[src/rtl/rtmc_pkg.sv]
// Shared constants and state encodings for the SPI register bridge.
package rtmc_pkg;

    localparam int SPI_CMD_BITS   = 8;
    localparam int SPI_CMD_WR_BIT = 7;

    typedef enum logic [1:0] {
        FS_IDLE,
        FS_CMD,
        FS_ADDR,
        FS_DATA
    } frame_state_t;

    typedef enum logic [1:0] {
        BS_IDLE,
        BS_WR,
        BS_RD
    } bus_state_t;

endpackage

[src/rtl/rtmc_sync_edge.sv]
// Two-flop synchroniser for an asynchronous pin with registered
// single-cycle rise/fall pulses.
module rtmc_sync_edge #(
    parameter logic RST_VAL = 1'b0
) (
    input  logic clk,
    input  logic rst,
    input  logic i_d,
    output logic o_lvl,
    output logic o_rise,
    output logic o_fall
);

    logic r_meta;
    logic r_sync;
    logic r_dly;

    always_ff @(posedge clk or posedge rst) begin
        if (rst) begin
            r_meta <= RST_VAL;
            r_sync <= RST_VAL;
            r_dly  <= RST_VAL;
            o_rise <= 1'b0;
            o_fall <= 1'b0;
        end else begin
            r_meta <= i_d;
            r_sync <= r_meta;
            r_dly  <= r_sync;
            o_rise <= r_sync & ~r_dly;
            o_fall <= ~r_sync & r_dly;
        end
    end

    assign o_lvl = r_sync;

endmodule

[src/rtl/rtmc_spi_reg_bridge.sv]
// SPI mode-0 peripheral that turns host frames into register-bus
// reads/writes with auto-increment bursts and read prefetch.
module rtmc_spi_reg_bridge
    import rtmc_pkg::*;
#(
    parameter int ADDR_W = 8,
    parameter int DATA_W = 16
) (
    input  logic              clk,
    input  logic              rst,
    input  logic              spi_sclk,
    input  logic              spi_cs,
    input  logic              spi_mosi,
    output logic              spi_miso,
    output logic [ADDR_W-1:0] reg_addr,
    output logic [DATA_W-1:0] reg_wdat,
    output logic              reg_wr,
    output logic              reg_rd,
    input  logic [DATA_W-1:0] reg_rdat,
    input  logic              reg_ack,
    output logic              busy,
    output logic              err
);

    localparam int CNT_MAX = (DATA_W > ADDR_W) ? DATA_W : ADDR_W;
    localparam int CNT_W   = $clog2(CNT_MAX + 1);
    localparam logic [CNT_W-1:0] CMD_LAST  = CNT_W'(SPI_CMD_BITS - 1);
    localparam logic [CNT_W-1:0] ADDR_LAST = CNT_W'(ADDR_W - 1);
    localparam logic [CNT_W-1:0] WORD_LAST = CNT_W'(DATA_W - 1);

    frame_state_t r_fs;
    frame_state_t w_fs_nxt;
    bus_state_t   r_bs;
    bus_state_t   w_bs_nxt;

    logic w_sclk_rise;
    logic w_sclk_fall;
    logic w_cs_rise;
    logic w_cs_fall;
    logic w_mosi;
    logic w_sclk_lvl_unused;
    logic w_cs_lvl_unused;
    logic w_mosi_rise_unused;
    logic w_mosi_fall_unused;

    logic w_rise;
    logic w_fall;
    logic w_cmd_done;
    logic w_addr_done;
    logic w_word_done;
    logic w_word_start;
    logic w_rd_now;
    logic w_issue_rd;
    logic w_issue_wr;
    logic w_rd_ack;

    logic [DATA_W-1:0] w_sh_nxt;
    logic [ADDR_W-1:0] w_rd_addr;

    logic [CNT_W-1:0]  r_cnt;
    logic [DATA_W-1:0] r_sh;
    logic [DATA_W-1:0] r_hold;
    logic [DATA_W-1:0] r_miso_sh;
    logic [DATA_W-1:0] r_wdat;
    logic [ADDR_W-1:0] r_addr;
    logic [ADDR_W-1:0] r_bus_addr;
    logic              r_wr_mode;
    logic              r_hold_vld;
    logic              r_drop;
    logic              r_rd_pend;
    logic              r_err;

    rtmc_sync_edge #(.RST_VAL(1'b0)) u_sync_sclk (
        .clk    (clk),
        .rst    (rst),
        .i_d    (spi_sclk),
        .o_lvl  (w_sclk_lvl_unused),
        .o_rise (w_sclk_rise),
        .o_fall (w_sclk_fall)
    );

    rtmc_sync_edge #(.RST_VAL(1'b1)) u_sync_cs (
        .clk    (clk),
        .rst    (rst),
        .i_d    (spi_cs),
        .o_lvl  (w_cs_lvl_unused),
        .o_rise (w_cs_rise),
        .o_fall (w_cs_fall)
    );

    rtmc_sync_edge #(.RST_VAL(1'b0)) u_sync_mosi (
        .clk    (clk),
        .rst    (rst),
        .i_d    (spi_mosi),
        .o_lvl  (w_mosi),
        .o_rise (w_mosi_rise_unused),
        .o_fall (w_mosi_fall_unused)
    );

    // A chip-select edge wins over an sclk edge in the same cycle
    assign w_rise       = w_sclk_rise & ~w_cs_rise & ~w_cs_fall;
    assign w_fall       = w_sclk_fall & ~w_cs_rise & ~w_cs_fall;
    assign w_sh_nxt     = {r_sh[DATA_W-2:0], w_mosi};
    assign w_word_start = w_fall && (r_fs == FS_DATA) && (r_cnt == '0);
    assign w_rd_now     = !r_wr_mode && (w_addr_done || w_word_start);
    assign w_issue_rd   = (r_bs == BS_IDLE) && (w_rd_now || r_rd_pend);
    assign w_issue_wr   = w_word_done && r_wr_mode && (r_bs == BS_IDLE);
    assign w_rd_addr    = w_addr_done ? w_sh_nxt[ADDR_W-1:0] : r_addr;
    assign w_rd_ack     = (r_bs == BS_RD) && reg_ack;

    always_ff @(posedge clk or posedge rst) begin
        if (rst) begin
            r_fs <= FS_IDLE;
        end else begin
            r_fs <= w_fs_nxt;
        end
    end

    always_comb begin
        w_fs_nxt    = r_fs;
        w_cmd_done  = 1'b0;
        w_addr_done = 1'b0;
        w_word_done = 1'b0;
        if (w_cs_rise) begin
            w_fs_nxt = FS_IDLE;
        end else if (w_cs_fall) begin
            w_fs_nxt = FS_CMD;
        end else if (w_rise) begin
            unique case (r_fs)
                FS_CMD: begin
                    if (r_cnt == CMD_LAST) begin
                        w_cmd_done = 1'b1;
                        w_fs_nxt   = FS_ADDR;
                    end
                end
                FS_ADDR: begin
                    if (r_cnt == ADDR_LAST) begin
                        w_addr_done = 1'b1;
                        w_fs_nxt    = FS_DATA;
                    end
                end
                FS_DATA: w_word_done = (r_cnt == WORD_LAST);
                default: w_fs_nxt = r_fs;
            endcase
        end
    end

    always_ff @(posedge clk or posedge rst) begin
        if (rst) begin
            r_cnt      <= '0;
            r_sh       <= '0;
            r_hold     <= '0;
            r_miso_sh  <= '0;
            r_addr     <= '0;
            r_wr_mode  <= 1'b0;
            r_hold_vld <= 1'b0;
            r_drop     <= 1'b0;
            r_rd_pend  <= 1'b0;
            r_err      <= 1'b0;
        end else begin
            r_err <= 1'b0;
            if (w_cs_rise || w_cs_fall) begin
                r_cnt <= '0;
            end else if (w_rise && r_fs != FS_IDLE) begin
                r_sh  <= w_sh_nxt;
                r_cnt <= (w_cmd_done || w_addr_done || w_word_done)
                       ? '0 : r_cnt + CNT_W'(1);
            end
            if (w_cmd_done) begin
                r_wr_mode <= w_sh_nxt[SPI_CMD_WR_BIT];
            end
            if (w_rd_ack) begin
                r_addr <= r_addr + ADDR_W'(1);
                r_drop <= 1'b0;
                if (!r_drop) begin
                    r_hold     <= reg_rdat;
                    r_hold_vld <= 1'b1;
                end
            end
            // Overrun drops the word but the burst address still advances
            if (w_word_done && r_wr_mode) begin
                r_addr <= r_addr + ADDR_W'(1);
                if (r_bs != BS_IDLE) begin
                    r_err <= 1'b1;
                end
            end
            if (w_addr_done) begin
                r_addr <= w_sh_nxt[ADDR_W-1:0];
            end
            if (w_fall && r_fs == FS_DATA) begin
                if (r_cnt != '0) begin
                    r_miso_sh <= {r_miso_sh[DATA_W-2:0], 1'b0};
                end else if (r_wr_mode) begin
                    r_miso_sh <= '0;
                end else begin
                    r_miso_sh  <= r_hold_vld ? r_hold : '0;
                    r_hold_vld <= 1'b0;
                    if (!r_hold_vld) begin
                        r_err  <= 1'b1;
                        r_drop <= (r_bs == BS_RD) && !reg_ack;
                    end
                end
            end
            if (w_issue_rd) begin
                r_rd_pend <= 1'b0;
            end else if (w_rd_now) begin
                r_rd_pend <= 1'b1;
            end
            if (w_cs_rise) begin
                r_rd_pend <= 1'b0;
            end
            if (w_cs_fall) begin
                r_hold_vld <= 1'b0;
                r_drop     <= 1'b0;
                r_miso_sh  <= '0;
            end
        end
    end

    always_ff @(posedge clk or posedge rst) begin
        if (rst) begin
            r_bs       <= BS_IDLE;
            r_bus_addr <= '0;
            r_wdat     <= '0;
        end else begin
            r_bs <= w_bs_nxt;
            if (w_issue_wr) begin
                r_bus_addr <= r_addr;
                r_wdat     <= w_sh_nxt;
            end else if (w_issue_rd) begin
                r_bus_addr <= w_rd_addr;
            end
        end
    end

    always_comb begin
        w_bs_nxt = r_bs;
        unique case (r_bs)
            BS_IDLE: begin
                if (w_issue_wr) begin
                    w_bs_nxt = BS_WR;
                end else if (w_issue_rd) begin
                    w_bs_nxt = BS_RD;
                end
            end
            BS_WR, BS_RD: begin
                if (reg_ack) begin
                    w_bs_nxt = BS_IDLE;
                end
            end
            default: w_bs_nxt = BS_IDLE;
        endcase
    end

    assign reg_addr = r_bus_addr;
    assign reg_wdat = r_wdat;
    assign reg_wr   = (r_bs == BS_WR);
    assign reg_rd   = (r_bs == BS_RD);
    assign busy     = (r_fs != FS_IDLE) || (r_bs != BS_IDLE);
    assign err      = r_err;
    assign spi_miso = (r_fs == FS_DATA) && r_miso_sh[DATA_W-1];

endmodule

[config.mk]
export PLATFORM = sky130hd
export DESIGN_NAME = rtmc_spi_reg_bridge
export DESIGN_NICKNAME = d
export VERILOG_FILES = /design/src/rtl/rtmc_pkg.sv /design/src/rtl/rtmc_sync_edge.sv /design/src/rtl/rtmc_spi_reg_bridge.sv
export SDC_FILE = /design/constraint.sdc
export NUM_CORES = 1
export LEC_CHECK = 0
export BUFFER_PORTS_ARGS = -buffer_cell sky130_fd_sc_hd__buf_2
export CORE_MARGIN = 2
export CORE_UTILIZATION = 38
export DETAILED_ROUTE_END_ITERATION = 8
export PLACE_DENSITY = 0.68
export RECOVER_POWER = 25
export SYNTH_ARGS = -nofsm -noshare
export SYNTH_HDL_FRONTEND = slang
export SYNTH_SLANG_ARGS = --single-unit
[constraint.sdc]
create_clock -name clk -period 3.1 [get_ports clk]
set_input_delay 0.465 -clock clk [delete_from_list [all_inputs] [get_ports clk]]
set_output_delay 0.465 -clock clk [all_outputs]
set_load 0.02 [all_outputs]
# Word level (Yosys, flattened, before mapping)
# Cells that the tools add are included.
# totals
register_bits	105
inputBits	22
output_inout_bits	29
wordCells	148
# op_classes
add_sub_neg	2
n_eq_ne	11
muxes	58
bitwise_logic	16
n_reduce_logical	35
# op_table
cell	count
$mux 16	5
$mux 8	6
$mux 1	34
$mux 2	8
$mux 5	3
$logic_and 1x1->1	10
$reduce_bool 2->1	5
$reduce_bool 3->1	3
$add 8x1->8 const B	1
$and 1x1->1	8
$ne 4x2->1 const B	2
$not 1->1	8
$pmux 2 s2	2
$eq 2x2->1 const B	3
$logic_or 1x1->1	6
$reduce_and 2->1	3
$add 5x1->5 const B	1
$eq 5x3->1 const B	1
$eq 5x4->1 const B	1
$logic_not 5->1	1
$reduce_bool 5->1	1
$eq 2x1->1 const B	2
$reduce_and 4->1	1
$reduce_bool 4->1	1
5 further kinds	6

# Logic depth before layout (Yosys ltp)
# depth
depth_word	13
ltp_mapped	9
depth_no_buf	7

# Hierarchy
# Synthesis repeated with hierarchy kept, for this count alone.
# unflattened
cells_unflattened	424
area_unflattened_um2	4788.3
# by_module_without_submodules
module	instances	cells_per_inst	area_each_um2
rtmc_spi_reg_bridge	1	400	4352.9
rtmc_sync_edge at u_sync_mosi ...	2	8	143.9
rtmc_sync_edge at u_sync_cs	1	8	147.6

# Worst setup path before layout
# Ideal clock, no wire load.
# synth_path
path_kind	register -> register
from	register r_cnt[0]
to	register r_bus_addr[0] (netlist: reg_addr[0])
setup_time_ps	82
arrival_time_ps	1958
required_time_ps	3018
slack_ps	1060
stages_incl_launch_ff	9
path_buffers	1
period_less_slack_ps	2040
path_cell_list	dfrtp_1 ha_1 and3_1 ha_1 and3_1 a21o_1 clkbuf_1 a22o_1 a31oi_1
# synth_between
elab_chain_cells	11
word_cells_on_any_way	23
classes_between	2 x eq/ne; 12 x mux; 9 x reduce/logical
# synth_lines
item	line	source
start, declared	rtmc_spi_reg_bridge.sv:60	logic [CNT_W-1:0] r_cnt;
start signal, assigned	rtmc_spi_reg_bridge.sv:166	r_cnt <= (w_cmd_done || w_addr_done || w_word_done)
$eq 5x3->1	rtmc_spi_reg_bridge.sv:137	if (r_cnt == ADDR_LAST) begin
$mux 1	rtmc_spi_reg_bridge.sv:137	
$mux 1	rtmc_spi_reg_bridge.sv:129	unique case (r_fs)
$mux 1	rtmc_spi_reg_bridge.sv:128	end else if (w_rise) begin
$mux 1	rtmc_spi_reg_bridge.sv:126	end else if (w_cs_fall) begin
$mux 1	rtmc_spi_reg_bridge.sv:124	if (w_cs_rise) begin
$logic_or 1x1->1	rtmc_spi_reg_bridge.sv:105	assign w_rd_now = !r_wr_mode && (w_addr_done || w_word_start);
$logic_and 1x1->1	rtmc_spi_reg_bridge.sv:105	
$logic_or 1x1->1	rtmc_spi_reg_bridge.sv:106	assign w_issue_rd = (r_bs == BS_IDLE) && (w_rd_now || r_rd_pend);
$logic_and 1x1->1	rtmc_spi_reg_bridge.sv:106	
$reduce_bool 2->1 (no source line)	-	
end signal, assigned	rtmc_spi_reg_bridge.sv:228	r_bus_addr <= r_addr;
end signal, assigned	rtmc_spi_reg_bridge.sv:231	r_bus_addr <= w_rd_addr;
end, declared	rtmc_spi_reg_bridge.sv:66	logic [ADDR_W-1:0] r_bus_addr;
# Parallel ways exist; a longest one is shown, timed or not. The select of a mux whose other input is x is not followed.
# A chain may end at the register's enable or synchronous reset.

# Final worst setup path
# layout_path
from	register r_cnt[0]
to	register r_bus_addr[1] (netlist: reg_addr[1])
# The elaborated chain is that of the path after synthesis.

==> results.cfg <==
[logic_synthesis]
flip_flop_and_latch_count_after_synthesis = 105
synth-edff-count = 0
syn_area_cell_sq_um = 10.8
synth_async_sr_flop_share = 1.00
syn_inst = 436
yosys_most_used_dff = sky130_fd_sc_hd__dfrtp_1
netlist-cell-type-count = 49
synth.cell_area_sq_mm = 0.00472
synth_nets = 469
yosysSeqAreaShare = 0.557
yosys_warnings = 0

[clocking]
tritoncts.num_buffers = 9
post_cts_resize_count = 0
insertion_delay_ns = 0.35
htreeDepth = 3
clk_transition_reported_paths_ns = 0.08
post-cts-setup-buffer-count = 0
cts_hold_buf = 0
cts-root-to-sink-buffers = 2
tritoncts_clock_tree = built
clock_root_buffer = sky130_fd_sc_hd__clkbuf_16
clkSinkCount = 105

[routing]
route.vias.total = 3408
drt_wl_cell_microns = 15.1
dr.first_iter.drc_count = 332
viasPerCell = 5.24
routed_wl_microns = 9810
detail_route.drc_violations = 0
first_pass_iters = 6
drtAntennaViolNets = 0

[place]
routabilityCongestion = 0.790
place_ws_ns = 0.669
place.port_buffers = 50
post-dp-hpwl_microns = 6640

[worst_setup_path]
cp-start-kind = flop
cp.required_ns = 3.38
crit_arrival_ns = 2.72
worst-path-max-fanout = 24
crit_type = flop to flop
cp-end-kind = flop

[pwr]
worst_ir_drop_vdd_uv = 344
pwr_density_cell_mw_per_mm2 = 685
cellInternalPower_mw = 2.52
power.static_leakage_nw = 2.56
power.total_mw = 3.72
power_frac_comb = 0.212
switching_share = 0.325
switching_power_mw = 1.21
seq_power_share = 0.486
power.clock.fraction = 0.302

[grt]
grt_max_degree = 40
grt_pass1_wl_microns = 16400
use_met3 = 0.0560
grt_antenna_before_repair = 0
number_of_global_route_vias_before_repair = 3420
globalRouteOverflowTotal = 0
grt.busiest_layer = met2
globalRouteTotalUtil = 0.156
grt_util_met2 = 0.243
use_met1 = 0.202

[sta]
worst_pin_slew_ns = 1.39
final.period_utilization = 0.786
fin_worst_skew_ns = 0.00811
report.final.hold_viol_count = 0
final_setup_violations = 0
slew_headroom = 0.0685
post-route-worst-setup-slack_ns = 0.665
final_max_slew_viol_count = 0
finalSetupTns_ns = 0
rsz0062_at_grt = false
max_freq_ghz = 0.411
post-route-min-period_ns = 2.44

[min_path]
min_path_type = input pin to flop

[run]
drv_cap = 0

[floorplanning]
floorplan.rows = 40
die_w_microns = 116
design.portCount = 51
die_area_sq_mm = 0.0133
starting_utilization_of_the_core_area = 0.392
fp.dieH_microns = 116
core_region_area_sq_mm = 0.0121

[final_layout]
insertedDiodeCount = 0
final_cell_mix = sky130_fd_sc_hd__dfrtp_1, sky130_fd_sc_hd__nand2_1, sky130_fd_sc_hd__buf_2, sky130_fd_sc_hd__mux2_2, sky130_fd_sc_hd__nand3_1
num-nets-final = 511
final_layout_size_suffix_gt1_frac = 0.248
layout.filler_cells = 1130
area_delta_synth_final_pct = 15.0
register_area_sq_mm = 0.00263
most_common_cell_after_layout_fill_and_taps_aside = sky130_fd_sc_hd__dfrtp_1
multi_input_comb_area_sq_mm = 0.00193

[run_status]
outcome = complete, no violations
[stage by stage]
stage	utilization	cells	hold WS, ns	instance area (sq um)
2_1_floorplan	-	436	0.331	4730
3_3_place_gp	0.428	635	0.333	5160
3_5_place_dp	0.428	635	0.337	5160
4_1_cts	0.452	651	0.194	5450
5_1_grt	0.450	651	0.186	5430
6_report	0.450	651	0.208	5430
[kinds of logic after synthesis]
group | Yosys count | synth area share
AOI/OAI and AO/OA | 91 | 0.122
xor gates and xnor gates | 2 | 0.00371
adders and majority gates | 11 | 0.0291
buffers and inverters | 41 | 0.0379
DFF | 105 | 0.557
muxes | 35 | 0.0826
and+or+nand+nor | 151 | 0.168
[routing by layer]
layer	vias up	share of wire
met5	-	0
met4	0	0.010
met3	10	0.054
met2	95	0.48
met1	1670	0.46
li1	1633	-
[cell usage after synthesis (all sizes together) (2+ instances only)]
cell    instances  area (sq um)
dfrtp         102          2550
nand2          76           285
mux2           32           360
nand3          30           150
a31oi          28           175
a21oi          21           105
clkbuf         18          67.6
o21ai          17          85.1
inv            12          45.0
buf            11          66.3
ha             11           138
a221oi          8          70.1
nor2            8          30.0
nor2b           8          50.1
and3            4          25.0
a211oi          3          27.5
dfstp           3          78.8
mux2i           3          30.0
or3             3          18.8
or4             3          22.5
a21o            2          15.0
and2            2          12.5
nand2b          2          12.5
nand4           2          12.5
nor3            2          10.0
nor4b           2          47.6
o211ai          2          15.0
o31ai           2          15.0
xor2            2          17.5
[path summary, 6_finish.rpt]
path / start / end / slack (ns) / cells after the start
worst max-delay path: r_cnt[0] / reg_addr[1] / 0.66 / 7
worst min-delay path: spi_mosi / u_sync_mosi.r_meta / 0.21 / 1
worst max register to register: r_cnt[0] / reg_addr[1] / 0.66 / 7
worst min register to register: u_sync_mosi.r_meta / u_sync_mosi.o_lvl / 0.35 / 0
max in group asynchronous: rst / r_sh[1] / 1.17 / 3
min in group asynchronous: rst / r_hold[12] / 0.41 / 2
[sequential cells by signal (all words and copies together), names as in the netlist, 2 cells and up]
name / cells
r_miso_sh: 16
r_addr: 8
r_fs: 2
r_bs: 2
r_cnt: 5
r_hold: 16
reg_wdat: 16
r_sh: 15
reg_addr: 8
[power by group through the flow]
| stage | registers, mW | clock network, mW | logic [mW] |
|---|---|---|---|
| after floorplan | 1.81 | 0 | 0.557 |
| after global placement | 1.83 | 0 | 0.768 |
| after detailed placement | 1.83 | 0 | 0.799 |
| after CTS | 1.81 | 1.16 | 0.801 |
| after global routing | 1.85 | 1.22 | 0.878 |
| final | 1.81 | 1.13 | 0.789 |
[worst max-delay path, stage by stage (launching register included)]
cell and delay (ns):
sky130_fd_sc_hd__dfrtp_1 0.41, sky130_fd_sc_hd__ha_1 0.23, sky130_fd_sc_hd__and3_1 0.18, sky130_fd_sc_hd__ha_1 0.15
sky130_fd_sc_hd__and3_1 0.23, sky130_fd_sc_hd__and3_1 0.72, sky130_fd_sc_hd__o21ai_0 0.23, sky130_fd_sc_hd__a31oi_1 0.20
[layout make-up]
cell class / instances / share of cell area
clock buffer: 9 / 0.0415
clock inverter: 7 / 0.0124
inverter: 12 / 0.00852
multi-input combinational: 290 / 0.355
sequential: 105 / 0.484
tap: 168 / 0.0387
timing repair buffer: 60 / 0.0594
No activity file was read; power rests on OpenSTA's default activity.
